`src/rtl/axis_pkg.sv`:
```
// Shared definitions for the AXI4-Stream sink: FSM state encoding (matches
// the companion master) and pointer/index width helpers.
package axis_pkg;

    typedef enum logic [1:0] {
        IDLE       = 2'b00,
        WRITE_FIFO = 2'b01,
        DRAIN      = 2'b10
    } state_t;

    // Width able to hold 0..n inclusive (pointers and packet length).
    function automatic int unsigned ptr_width(input int unsigned n);
        return $clog2(n + 1);
    endfunction

    // Width needed to address n storage entries (at least one bit).
    function automatic int unsigned idx_width(input int unsigned n);
        return (n > 1) ? $clog2(n) : 1;
    endfunction

endpackage

```
`src/rtl/axis_stream_sink_if.sv`:
```
// AXI4-Stream handshake/data bundle between a stream master and this sink.
interface axis_stream_sink_if #(
    parameter int unsigned DATA_WIDTH = 32
) ();

    logic                      TREADY;
    logic [DATA_WIDTH-1:0]     TDATA;
    logic [DATA_WIDTH/8-1:0]   TSTRB;
    logic                      TLAST;
    logic                      TVALID;

    modport master (
        output TDATA,
        output TSTRB,
        output TLAST,
        output TVALID,
        input  TREADY
    );

    modport slave (
        input  TDATA,
        input  TSTRB,
        input  TLAST,
        input  TVALID,
        output TREADY
    );

endinterface

```
`src/rtl/axis_sink_buf.sv`:
```
// Packet buffer: register array with a byte-strobe-masked write port and a
// registered pop-style read port (1-cycle latency, one-cycle valid pulse).
module axis_sink_buf #(
    parameter int unsigned DATA_WIDTH = 32,
    parameter int unsigned DEPTH      = 8,
    parameter int unsigned IDX_WIDTH  = 3
) (
    input  logic                    i_clk,
    input  logic                    i_rst,
    input  logic                    i_wr_en,
    input  logic [IDX_WIDTH-1:0]    i_wr_addr,
    input  logic [DATA_WIDTH-1:0]   i_wr_data,
    input  logic [DATA_WIDTH/8-1:0] i_wr_strb,
    input  logic                    i_rd_en,
    input  logic [IDX_WIDTH-1:0]    i_rd_addr,
    output logic [DATA_WIDTH-1:0]   o_rd_data,
    output logic                    o_rd_valid
);

    localparam int unsigned LANES = DATA_WIDTH / 8;

    logic [DATA_WIDTH-1:0] r_mem [DEPTH];
    logic [DATA_WIDTH-1:0] w_masked;
    logic [DATA_WIDTH-1:0] r_rd_data;
    logic                  r_rd_valid;

    // Zero every byte lane whose strobe bit is clear.
    always_comb begin
        w_masked = '0;
        for (int unsigned b = 0; b < LANES; b++) begin
            if (i_wr_strb[b]) begin
                w_masked[b*8 +: 8] = i_wr_data[b*8 +: 8];
            end
        end
    end

    // Storage array; contents are don't-care after reset, so no reset here.
    always_ff @(posedge i_clk) begin
        if (i_wr_en) begin
            r_mem[i_wr_addr] <= w_masked;
        end
    end

    // Registered read: data holds between pops, valid pulses per pop.
    always_ff @(posedge i_clk or posedge i_rst) begin
        if (i_rst) begin
            r_rd_data  <= '0;
            r_rd_valid <= 1'b0;
        end else begin
            r_rd_valid <= i_rd_en;
            if (i_rd_en) begin
                r_rd_data <= r_mem[i_rd_addr];
            end
        end
    end

    assign o_rd_data  = r_rd_data;
    assign o_rd_valid = r_rd_valid;

endmodule

```
`src/rtl/axis_stream_sink.sv`:
```
// AXI4-Stream sink: receives one packet of up to NUMBER_OF_INPUT_WORDS beats,
// checks TLAST framing and the 1,2,3,... data pattern, then hands the stored
// packet out through a pop-style read port.
module axis_stream_sink
    import axis_pkg::*;
#(
    parameter int unsigned C_S_AXIS_TDATA_WIDTH  = 32,
    parameter int unsigned NUMBER_OF_INPUT_WORDS = 8
) (
    input  logic                                          S_AXIS_ACLK,
    input  logic                                          S_AXIS_ARESET,
    axis_stream_sink_if.slave                             S_AXIS,
    input  logic                                          rd_en,
    output logic [C_S_AXIS_TDATA_WIDTH-1:0]               rd_data,
    output logic                                          rd_valid,
    output logic                                          pkt_ready,
    output logic [ptr_width(NUMBER_OF_INPUT_WORDS)-1:0]   pkt_len,
    output logic                                          err_early_last,
    output logic                                          err_no_last,
    output logic                                          err_seq
);

    localparam int unsigned DW = C_S_AXIS_TDATA_WIDTH;
    localparam int unsigned N  = NUMBER_OF_INPUT_WORDS;
    localparam int unsigned PW = ptr_width(N);
    localparam int unsigned IW = idx_width(N);

    localparam logic [PW-1:0] DEPTH_P  = PW'(N);
    localparam logic [PW-1:0] LAST_IDX = PW'(N - 1);

    state_t          r_state;
    state_t          w_state_next;
    logic [PW-1:0]   r_wr_ptr;
    logic [PW-1:0]   r_rd_ptr;
    logic [PW-1:0]   r_pkt_len;
    logic            r_err_early_last;
    logic            r_err_no_last;
    logic            r_err_seq;

    logic            w_tready;
    logic            w_beat;
    logic            w_at_last_idx;
    logic            w_term;
    logic            w_pop;
    logic            w_last_pop;
    logic [DW-1:0]   w_expect;

    // Ready decodes from registered state only; async reset forces IDLE,
    // so ready drops the moment reset asserts.
    assign w_tready      = (r_state == WRITE_FIFO) && (r_wr_ptr < DEPTH_P);
    assign w_beat        = S_AXIS.TVALID && w_tready;
    assign w_at_last_idx = (r_wr_ptr == LAST_IDX);
    assign w_term        = w_beat && (S_AXIS.TLAST || w_at_last_idx);
    assign w_pop         = (r_state == DRAIN) && rd_en && (r_rd_ptr != r_pkt_len);
    assign w_last_pop    = w_pop && (r_rd_ptr == (r_pkt_len - PW'(1)));
    assign w_expect      = DW'(r_wr_ptr) + DW'(1);

    // FSM state register.
    always_ff @(posedge S_AXIS_ACLK or posedge S_AXIS_ARESET) begin
        if (S_AXIS_ARESET) begin
            r_state <= IDLE;
        end else begin
            r_state <= w_state_next;
        end
    end

    // FSM next-state decode.
    always_comb begin
        w_state_next = r_state;
        case (r_state)
            IDLE:       w_state_next = WRITE_FIFO;
            WRITE_FIFO: if (w_term) w_state_next = DRAIN;
            DRAIN:      if (w_last_pop) w_state_next = IDLE;
            default:    w_state_next = IDLE;
        endcase
    end

    // Write/read pointers and stored length; the final pop clears them all.
    always_ff @(posedge S_AXIS_ACLK or posedge S_AXIS_ARESET) begin
        if (S_AXIS_ARESET) begin
            r_wr_ptr  <= '0;
            r_rd_ptr  <= '0;
            r_pkt_len <= '0;
        end else if (w_last_pop) begin
            r_wr_ptr  <= '0;
            r_rd_ptr  <= '0;
            r_pkt_len <= '0;
        end else begin
            if (w_beat) begin
                r_wr_ptr  <= r_wr_ptr + PW'(1);
                r_pkt_len <= r_wr_ptr + PW'(1);
            end
            if (w_pop) begin
                r_rd_ptr <= r_rd_ptr + PW'(1);
            end
        end
    end

    // Sticky framing and data-pattern error flags, cleared only by reset.
    always_ff @(posedge S_AXIS_ACLK or posedge S_AXIS_ARESET) begin
        if (S_AXIS_ARESET) begin
            r_err_early_last <= 1'b0;
            r_err_no_last    <= 1'b0;
            r_err_seq        <= 1'b0;
        end else if (w_beat) begin
            if (S_AXIS.TLAST && (r_wr_ptr < LAST_IDX)) begin
                r_err_early_last <= 1'b1;
            end
            if (w_at_last_idx && !S_AXIS.TLAST) begin
                r_err_no_last <= 1'b1;
            end
            if (S_AXIS.TDATA != w_expect) begin
                r_err_seq <= 1'b1;
            end
        end
    end

    axis_sink_buf #(
        .DATA_WIDTH (DW),
        .DEPTH      (N),
        .IDX_WIDTH  (IW)
    ) u_buf (
        .i_clk      (S_AXIS_ACLK),
        .i_rst      (S_AXIS_ARESET),
        .i_wr_en    (w_beat),
        .i_wr_addr  (r_wr_ptr[IW-1:0]),
        .i_wr_data  (S_AXIS.TDATA),
        .i_wr_strb  (S_AXIS.TSTRB),
        .i_rd_en    (w_pop),
        .i_rd_addr  (r_rd_ptr[IW-1:0]),
        .o_rd_data  (rd_data),
        .o_rd_valid (rd_valid)
    );

    assign S_AXIS.TREADY  = w_tready;
    assign pkt_ready      = (r_state == DRAIN);
    assign pkt_len        = r_pkt_len;
    assign err_early_last = r_err_early_last;
    assign err_no_last    = r_err_no_last;
    assign err_seq        = r_err_seq;

endmodule

```
`src/flat_wrapper.sv`:
```
// flat-port wrapper written by rule: the top's interface ports become plain ports
module axis_stream_sink_flat import axis_pkg::*;
#(
    parameter int unsigned C_S_AXIS_TDATA_WIDTH  = 32,
    parameter int unsigned NUMBER_OF_INPUT_WORDS = 8
)
  (S_AXIS_ACLK, S_AXIS_ARESET, rd_en, rd_data, rd_valid, pkt_ready, pkt_len, err_early_last, err_no_last, err_seq, S_AXIS_TDATA, S_AXIS_TSTRB, S_AXIS_TLAST, S_AXIS_TVALID, S_AXIS_TREADY);
  axis_stream_sink_if #(.DATA_WIDTH(32)) S_AXIS_i ();
  input  logic S_AXIS_ACLK;
  input  logic S_AXIS_ARESET;
  input  logic rd_en;
  output logic [C_S_AXIS_TDATA_WIDTH-1:0] rd_data;
  output logic rd_valid;
  output logic pkt_ready;
  output logic [ptr_width(NUMBER_OF_INPUT_WORDS)-1:0] pkt_len;
  output logic err_early_last;
  output logic err_no_last;
  output logic err_seq;
  input wire logic [$bits(S_AXIS_i.TDATA)-1:0] S_AXIS_TDATA;
  input wire logic [$bits(S_AXIS_i.TSTRB)-1:0] S_AXIS_TSTRB;
  input wire logic [$bits(S_AXIS_i.TLAST)-1:0] S_AXIS_TLAST;
  input wire logic [$bits(S_AXIS_i.TVALID)-1:0] S_AXIS_TVALID;
  output wire logic [$bits(S_AXIS_i.TREADY)-1:0] S_AXIS_TREADY;
  assign S_AXIS_i.TDATA = S_AXIS_TDATA;
  assign S_AXIS_i.TSTRB = S_AXIS_TSTRB;
  assign S_AXIS_i.TLAST = S_AXIS_TLAST;
  assign S_AXIS_i.TVALID = S_AXIS_TVALID;
  assign S_AXIS_TREADY = S_AXIS_i.TREADY;
  axis_stream_sink #(.C_S_AXIS_TDATA_WIDTH(C_S_AXIS_TDATA_WIDTH), .NUMBER_OF_INPUT_WORDS(NUMBER_OF_INPUT_WORDS)) u_core (.S_AXIS_ACLK(S_AXIS_ACLK), .S_AXIS_ARESET(S_AXIS_ARESET), .S_AXIS(S_AXIS_i), .rd_en(rd_en), .rd_data(rd_data), .rd_valid(rd_valid), .pkt_ready(pkt_ready), .pkt_len(pkt_len), .err_early_last(err_early_last), .err_no_last(err_no_last), .err_seq(err_seq));
endmodule
```
`config.mk`:
```
export PLATFORM = sky130hd
export DESIGN_NAME = axis_stream_sink_flat
export DESIGN_NICKNAME = d
export VERILOG_FILES = /design/src/rtl/axis_pkg.sv /design/src/rtl/axis_stream_sink_if.sv /design/src/rtl/axis_sink_buf.sv /design/src/rtl/axis_stream_sink.sv /design/src/flat_wrapper.sv
export SDC_FILE = /design/constraint.sdc
export NUM_CORES = 1
export LEC_CHECK = 0
export CORE_MARGIN = 4
export CORE_UTILIZATION = 40
export CTS_BUF_LIST = sky130_fd_sc_hd__clkbuf_8
export DETAILED_ROUTE_END_ITERATION = 10
export PLACE_DENSITY = 0.59
export SLEW_MARGIN = 10
export SYNTH_ARGS = -nofsm -noshare
export SYNTH_HDL_FRONTEND = slang
export SYNTH_SLANG_ARGS = --single-unit
```
`constraint.sdc`:
```
create_clock -name S_AXIS_ACLK -period 4.67 [get_ports S_AXIS_ACLK]
set_input_delay 0.7005 -clock S_AXIS_ACLK [delete_from_list [all_inputs] [get_ports S_AXIS_ACLK]]
set_output_delay 0.7005 -clock S_AXIS_ACLK [all_outputs]
set_load 0.02 [all_outputs]
```
==> results of run 1 <==
-- per-stage QoR --
step	setup WS (ps)	instances	power (mW)	instance area [um2]	utilization, %
floorplan	581	644	5.25	11900	-
global placement	1630	1093	6.04	13200	45.5
detailed placement	1540	1093	6.08	13200	45.5
CTS	1830	1179	8.22	14100	48.6
global route	1610	1179	8.55	14100	48.6
finish	1890	1179	8.12	14100	48.6
-- registers in the layout (all words and copies together), names as in the netlist --
| register | cells |
|---|---|
| u_core.err_no_last | 1 |
| u_core.err_early_last | 1 |
| u_core.r_wr_ptr | 4 |
| u_core.u_buf.o_rd_valid | 1 |
| u_core.r_rd_ptr | 4 |
| u_core.u_buf.o_rd_data | 32 |
| u_core.u_buf.r_mem | 256 |
| u_core.err_seq | 1 |
| u_core.r_state | 2 |
-- Yosys cell counts (2+ instances only) --
master and n:
sky130_fd_sc_hd__a21o_1 2, sky130_fd_sc_hd__a21oi_1 7, sky130_fd_sc_hd__a31oi_1 27, sky130_fd_sc_hd__and2_1 33, sky130_fd_sc_hd__buf_1 3, sky130_fd_sc_hd__buf_2 8
sky130_fd_sc_hd__buf_4 5, sky130_fd_sc_hd__buf_6 8, sky130_fd_sc_hd__clkbuf_1 11, sky130_fd_sc_hd__dfrtp_1 46, sky130_fd_sc_hd__edfxtp_1 256, sky130_fd_sc_hd__ha_1 3
sky130_fd_sc_hd__inv_1 4, sky130_fd_sc_hd__mux2i_1 6, sky130_fd_sc_hd__mux4_2 64, sky130_fd_sc_hd__nand2_1 65, sky130_fd_sc_hd__nand2b_1 3, sky130_fd_sc_hd__nand3_1 2
sky130_fd_sc_hd__nand4_1 2, sky130_fd_sc_hd__nor2_1 42, sky130_fd_sc_hd__nor2_2 4, sky130_fd_sc_hd__nor3_1 3, sky130_fd_sc_hd__nor4_1 8, sky130_fd_sc_hd__o22ai_1 2
sky130_fd_sc_hd__xnor2_1 7, sky130_fd_sc_hd__xnor2_2 2, sky130_fd_sc_hd__xor2_1 5
-- cells by family (layout without fill, tap and decap cells) --
logic type	after synthesis	after routing	share of synthesized area (%)
flops	302	302	74.3
compound gates	45	45	2.48
mux	70	70	12.6
buf+inv	40	191	2.01
fa+ha+maj	3	3	0.316
simple gates	169	169	6.84
xor+xnor	15	15	1.39
-- power breakdown --
part	switching [mW]	leakage [nW]	internal, mW	total, mW
combinational	1.23	1.32	1.11	2.34
sequential	0.308	2.90	3.32	3.63
clock	0.990	0.522	1.15	2.14
-- final cells by class --
type                    count  area, um2  share of cell area, %
repair buffers            100        993                   7.04
well taps                 384        480                   3.40
multi-input cells         302       2850                   20.2
clock inverters            33        193                   1.37
flip-flops and latches    302       8840                   62.7
inverters                   5       18.8                  0.133
clock buffers              53        729                   5.17
-- layer usage --
| metal | global-route usage [%] | wire length (um) | up-vias | part of all wire, % |
|---|---|---|---|---|
| met5 | 0 | 0 | - | 0 |
| met4 | 3.90 | 428 | 0 | 1.6 |
| met3 | 3.09 | 1370 | 35 | 5.2 |
| met2 | 26.0 | 12600 | 175 | 48 |
| met1 | 23.5 | 12000 | 3256 | 45 |
| li1 | - | - | 2751 | - |
-- worst paths after layout --
check | startpoint | to | cells past startpoint
hold reg to reg | u_core.err_no_last | u_core.err_no_last | 1
setup reg to reg | u_core.r_wr_ptr[3] | u_core.u_buf.r_mem[4][18] | 5
hold / removal | u_core.err_no_last | u_core.err_no_last | 1
min in group asynchronous | S_AXIS_ARESET | u_core.u_buf.o_rd_data[7] | 2
max in group asynchronous | S_AXIS_ARESET | u_core.u_buf.o_rd_valid | 3
setup / recovery | u_core.r_wr_ptr[3] | u_core.u_buf.r_mem[4][18] | 5
==> results.md, run 1 <==
Routing:
- The detailed-routing iteration count for the pre-antenna-repair pass is 5.
- In the routed layout, each cell is associated on average with a via count of 5.27.
- In the final routed layout, each cell accounts on average for between 20 and 25 um.
- The detailed-route DRC error count is 0.
- The detailed router finished its first iteration with between 400 and 500 violations.
- Once detail routing completed, the nets flagged for antenna violations numbered 0.
- After detailed routing, the total wire length is 26.4 mm.
- The via count is roughly 6200.

Synthesis:
- The prevailing post-synth register cell is sky130_fd_sc_hd__edfxtp_1.
- The post-synthesis async set-or-reset flop share is 15.2%.
- During synthesis, Yosys emitted a total of 0 warnings.
- The number of nets in the synthesized netlist is 688.
- The netlist area before placement is 0.0119 mm2.
- For this run, the register share of the synthesized area comes to 74.3%.
- The number of flip-flops and latches in the synthesized netlist is 302.
- Synthesis handed over a netlist of 644 instances.
- The count of distinct cell types in the synthesized netlist is 43.
- Sorting the synthesized cells by area gives the leading types as sky130_fd_sc_hd__edfxtp_1 (65%), sky130_fd_sc_hd__mux4_2 (12%), sky130_fd_sc_hd__dfrtp_1 (9.7%).
- The post-synthesis area per instance is 18.5 um2.
- The most area-hungry cell type in the Yosys netlist is sky130_fd_sc_hd__edfxtp_1.
- The share of the synthesized area in the top cell type is 64.7%.
- Counting flops with a built-in enable in the synthesized netlist gives 256.

STA:
- Hold is met by about 470 ps.
- The final max-slew violation count was 0.
- Setup repair after global routing left no endpoint under its margin.
- The highest clock rate is 360 MHz.
- In this run the tightest slew margin relative to its limit is about 36%.
- The transition time at the pin with the least slew margin is 960 ps.
- Setup violations remaining at the end of the flow were counted as 0.
- For the final database, setup skew stands at 16.9 ps.
- The total negative slack for setup checks is 0 ps.
- The final hold violation count is 0.
- After layout, the worst path uses just under 60% of the clock period.
- The final critical path time including I/O delays and setup is 2780 ps.

GRT:
- The number of antenna violations at the first check in global routing is 0.
- The number of global-route vias before repair is 6600.
- Across every metal layer, demand over resource in global routing totals 16.3%.
- The maximum number of pins on one net before global-route repair is between 70 and 80.
- The global route total overflow is 0.
- The first global-routing pass estimated around 41 mm of wire.

Final layout:
- The number of diodes is 0.
- Leaving out fill and tap cells, the most frequent cell in the layout is sky130_fd_sc_hd__edfxtp_1.
- The top cell types in the final layout, fill and taps aside, are sky130_fd_sc_hd__edfxtp_1 (256), sky130_fd_sc_hd__clkdlybuf4s50_1 (82), sky130_fd_sc_hd__nand2_1 (65).
- The synthesis-to-finish area growth is 18.7%.
- The number of fillers in the final layout is 2453.
- In the final design database the tool counted around 800 nets.
- The fraction of final layout cells with drive strength greater than 1 is 21.5%.

Clocking:
- The number of instances resized during post-cts repair is 0.
- The number of hold-repair buffers added at the cts stage is 0.
- The tree is rooted in a sky130_fd_sc_hd__clkbuf_8.
- Once the clock tree was built, the setup fixing pass inserted 0 buffers.
- Buffers inserted during clock tree synthesis total 47.
- Clock latency on the worst-skew pair, taken at its later pin, is 550 ps.
- The clock passes through at most 3 buffers.
- The total number of clock tree sinks is 302.
- TritonCTS built the clock tree.
- Clock-pin slew was measured on the worst setup and hold paths at ~60 ps.
- The number of H-tree branching levels is 2.

Critical path:
- Across all register-to-register paths, the minimum setup slack is 1890 ps.
- Grouping stages by cell kind, the critical path spends the most delay in simple AND/OR/NAND/NOR gates.
- The number of buffer and inverter instances along the worst setup path is 1.
- The critical path data arrival time is between 3000 and 4000 ps.
- In this design, the stage delay of the slowest critical-path cell is 720 ps.
- The required time at the worst-slack endpoint is 4900 ps.
- Traced cell by cell, the critical path runs through nor3b_2, and2_1, nand2_1, nor2_2, buf_12.
- The worst setup path is launched from a flop.
- For this design, the slowest cell found on the critical path is sky130_fd_sc_hd__nor2_2.
- The worst setup path is captured at a flop.
- The maximum fanout along the worst path is 22.
- The worst setup path is of the reg -> reg kind.

Die:
- The starting density of the core is about two fifths.
- The number of top-level pins is 83.
- The horizontal die dimension is 180 um.
- The cell row count is between 60 and 70.
- The core area is 0.0290 mm2.
- The die height is 180 um.
- The area enclosed by the die boundary is 0.0325 mm2.

Run status:
- The flow ran to the end, and the final reports show no timing, DRC or antenna violations.

Placement:
- The detailed placement HPWL is 16.0 mm.
- The count of input and output buffers is 82.
- At the end of routability-driven placement, the weighted congestion stood at 0.779.

Power and ir drop:
- VDD sags by at most ~0.22 mV.
- For this design the ratio of total power to cell area is 575 mW/mm2.
- The reported leakage power is between 4 and 5 nW.

Min path:
- The class of the tightest hold or removal check is reg -> reg.

Run:
- Max-cap violations in this run came to 0.
Power figures use the tool's default switching activity.
==> run 2, diff against run 1 <==
--- a/config.mk
+++ b/config.mk
@@ -9,7 +9,7 @@
 export CORE_UTILIZATION = 40
 export CTS_BUF_LIST = sky130_fd_sc_hd__clkbuf_8
 export DETAILED_ROUTE_END_ITERATION = 10
-export PLACE_DENSITY = 0.59
+export PLACE_DENSITY = 0.61
 export SLEW_MARGIN = 10
 export SYNTH_ARGS = -nofsm -noshare
 export SYNTH_HDL_FRONTEND = slang
==> constraint.sdc (replaced) <==
create_clock -name S_AXIS_ACLK -period 2.3 [get_ports S_AXIS_ACLK]
set_input_delay 0.345 -clock S_AXIS_ACLK [delete_from_list [all_inputs] [get_ports S_AXIS_ACLK]]
set_output_delay 0.345 -clock S_AXIS_ACLK [all_outputs]
set_load 0.02 [all_outputs]
==> run 2 against run 1 <==
Compared with the run above:
- first-iteration DRC count down 1.6%
- count of clock-buffer cells in the layout down 3
- combinational power up 120%
- core utilization rose by 0.88 points
- register-to-register slack worse by 1500 ps
==> results.md, run 2 (synthesis results as in run 1) <==
Clocking:
- The number of hold-repair buffers added at the cts stage came to 0 (unchanged).
- The maximum clock path buffer count is 3 (unchanged).
- The number of clock buffers inserted by TritonCTS is 47 (unchanged).
- The total number of clock tree sinks is 302 (unchanged).
- The clock transition time at the flip-flop clock pins of the worst setup and hold paths is 60 ps (about the same).
- CTS placed an instance of sky130_fd_sc_hd__clkbuf_8 at the clock tree root.
- The CTS tree is yes.
- The number of H-tree branching levels came to 2 (unchanged).
- The later-pin clock latency in the skew report is 540 ps (about the same).

Routing:
- The detailed-routing iteration count for the pre-antenna-repair pass was 5 (unchanged).
- The post-detailed-route via-to-cell ratio is 5.20 (-1.4%).
- The starting DRC count in detailed routing is 429 (-1.6%).
- The detailed-route wire length is 26.2 mm (-0.73%).
- The via count is 6217 (unchanged).
- The number of nets still failing antenna checks after routing is 0 (unchanged).
- The detailed-route DRC error count is 0 (unchanged).
- The mean routed wirelength per cell is 21.9 um (-2.1%).

Critical path:
- Grouping stages by cell kind, the critical path spends the most delay in buffers and inverters.
- In this run the critical register-to-register path is captured at u_core.u_buf.r_mem[0][5].
- The critical path data arrival time was 1860 ps (-1150 ps).
- The setup slack of the worst register-to-register path is 350 ps (-1540 ps).
- The capturing element type of the critical path is an output pin.
- The number of buffer and inverter instances along the worst setup path is 1 (unchanged).
- The required time at the worst-slack endpoint was 1960 ps (-2940 ps).
- The slowest stage of the critical path belongs to the cell sky130_fd_sc_hd__clkdlybuf4s50_1.
- The maximum fanout along the worst path is 13 (-41%).
- The largest stage delay on the critical path was 690 ps (-30 ps).
- The count of cells along the worst register-to-register path is 5 (unchanged).
- Traced cell by cell, the critical path runs through clkdlybuf4s50_1.
- The worst setup path is launched from a flop.
- In this run the critical register-to-register path is launched from u_core.r_state[1].
- The critical path is of the reg -> out type.

Power and ir drop:
- The power consumption is 16.6 mW (+100%).
- The maximum ir drop on the vdd rail is 0.413 mV (+85%).
- The portion of total power attributed to sequential cells is 43.8% (-0.9 points).
- The clock network power share is 24.8% (-1.6 points).
- The part of the total power dissipated in combinational logic is 31.4% (+2.5 points).
- The net switching share of the total power was 31.4% (+0.26 points).
- The internal power component is 11.4 mW (+100%).
- The power density over the cells came to 1150 mW/mm2 (+100%).
- The reported leakage power is 4.88 nW (+3.0%).
- The switching power is 5.21 mW (+110%).

Die:
- The area enclosed by the die boundary is 0.0325 mm2 (unchanged).
- The die height is 180 um (unchanged).
- The core area was 0.0290 mm2 (unchanged).
- The cell row count was 62 (unchanged).
- The number of top-level pins is 83 (unchanged).
- The horizontal die dimension is 180 um (unchanged).
- The starting density of the core is 41.0% (unchanged).

STA:
- The total negative slack for setup checks came to 0 ps (unchanged).
- The final hold violation count is 0 (unchanged).
- The count of final setup violators is 0 (unchanged).
- The final critical path time including I/O delays and setup is 2210 ps.
- Setup repair after global routing left no endpoint under its margin.
- In the finished design, the share of the clock period the worst path needs comes to 95.9%.
- The final clock skew is 12.2 ps (-4.67 ps).
- The relative slew slack is 55.9% (+20 points).
- The final worst slack came to 93.4 ps (-1800 ps).
- The transition time at the pin with the least slew margin is 662 ps (-298 ps).
- Timing would allow up to 453 MHz.
- The final max-slew violation count is 0 (unchanged).

GRT:
- The global route total overflow is 0 (unchanged).
- The maximum number of pins on one net before global-route repair is 41 (-45%).
- The wire length of the first global-routing pass came to 41.0 mm (+0.85%).
- The number of antenna violations at the first check in global routing came to 1 (+1).
- The number of global-route vias before repair is 6684 (+1.3%).
- The overall fraction of global-route tracks in use came to 16.3% (+0.072 points).

Run:
- The count of max-cap constraint violations is 0 (unchanged).

Min path:
- The worst hold path belongs to the class in -> async.

Final layout:
- The net total in the final layout was 819 (+2.1%).
- The number of flip-flops in the largest register came to 256 (unchanged).
- Counting flops per register, the top entry is u_core.u_buf.r_mem.
- The number of fillers in the final layout came to 2411 (-1.7%).
- Leaving out fill and tap cells, the most frequent cells in the layout are sky130_fd_sc_hd__edfxtp_1 (256), sky130_fd_sc_hd__clkdlybuf4s50_1 (80), sky130_fd_sc_hd__mux4_2 (64).
- Leaving out fill and tap cells, the most frequent cell in the layout is sky130_fd_sc_hd__edfxtp_1.
- The number of standard cells in the final layout excluding fillers is 1196 (+1.4%).
- The number of diodes is 0 (unchanged).
- The utilization of the core after routing came to 49.5% (+0.88 points).
- The fraction of final layout cells with drive strength greater than 1 was 23.8% (+2.3 points).
- The synthesis-to-finish area growth is 20.8%.

Placement:
- The number of placed cells counting well taps is 1110 (+1.6%).
- The final weighted congestion of routability-driven global placement was 0.768 (-1.5%).
- The count of input and output buffers is 82 (unchanged).
- The worst slack at placement is 182 ps (-1360 ps).
- The detailed placement HPWL came to 17.3 mm (+7.7%).

Run status:
- The run finished with clean final reports.
-- run 2: per-layer routing --
metal | share of wire (%) | track usage (%) | up-vias
met1 | 43 | 22.2 | 3195
met3 | 6.8 | 4.06 | 36
met2 | 49 | 27.0 | 209
met4 | 1.5 | 3.72 | 0
met5 | 0 | 0 | -
li1 | - | - | 2777
-- run 2: repair_timing --
item                       4_1_cts  5_1_grt
setup endpoints to repair        2        2
resized for setup                2        2
buffers inserted                 0        0
-- run 2: how the worst max path moves through the flow --
stage	from	to	cells after the start
3_3_place_gp	S_AXIS_TVALID	u_core.u_buf.r_mem[0][28]	5
4_1_cts	u_core.r_wr_ptr[1]	pkt_len[1]	2
3_5_place_dp	S_AXIS_TVALID	u_core.u_buf.r_mem[0][3]	5
2_1_floorplan	u_core.r_wr_ptr[3]	u_core.u_buf.r_mem[0][0]	6
5_1_grt	u_core.r_wr_ptr[2]	pkt_len[2]	1
6_report	u_core.r_wr_ptr[2]	pkt_len[2]	1
-- run 2: power groups by stage --
stage                     Sequential, mW  Combinational (mW)  Clock [mW]
after floorplan                     7.51                3.27           0
final                               7.26                5.20        4.10
after detailed placement            7.38                5.31           0
after global placement              7.33                5.26           0
after CTS                           7.28                5.33        4.23
after global routing                7.35                5.64        4.52
-- run 2: area by class of cell --
type	instances	area, um2	area share [%]
flip-flops and latches	302	8850	61.6
multi-input cells	302	2910	20.3
repair buffers	117	1240	8.62
clock buffers	50	688	4.79
well taps	384	480	3.34
clock inverters	36	183	1.27
inverters	5	18.8	0.131
-- run 2: stage by stage --
step / hold slack [ps] / cell area (um2)
3_5_place_dp: 473 / 13500
2_1_floorplan: 488 / 12000
3_3_place_gp: 443 / 13500
5_1_grt: 19.8 / 14400
4_1_cts: 10.1 / 14400
6_report: 40.7 / 14400
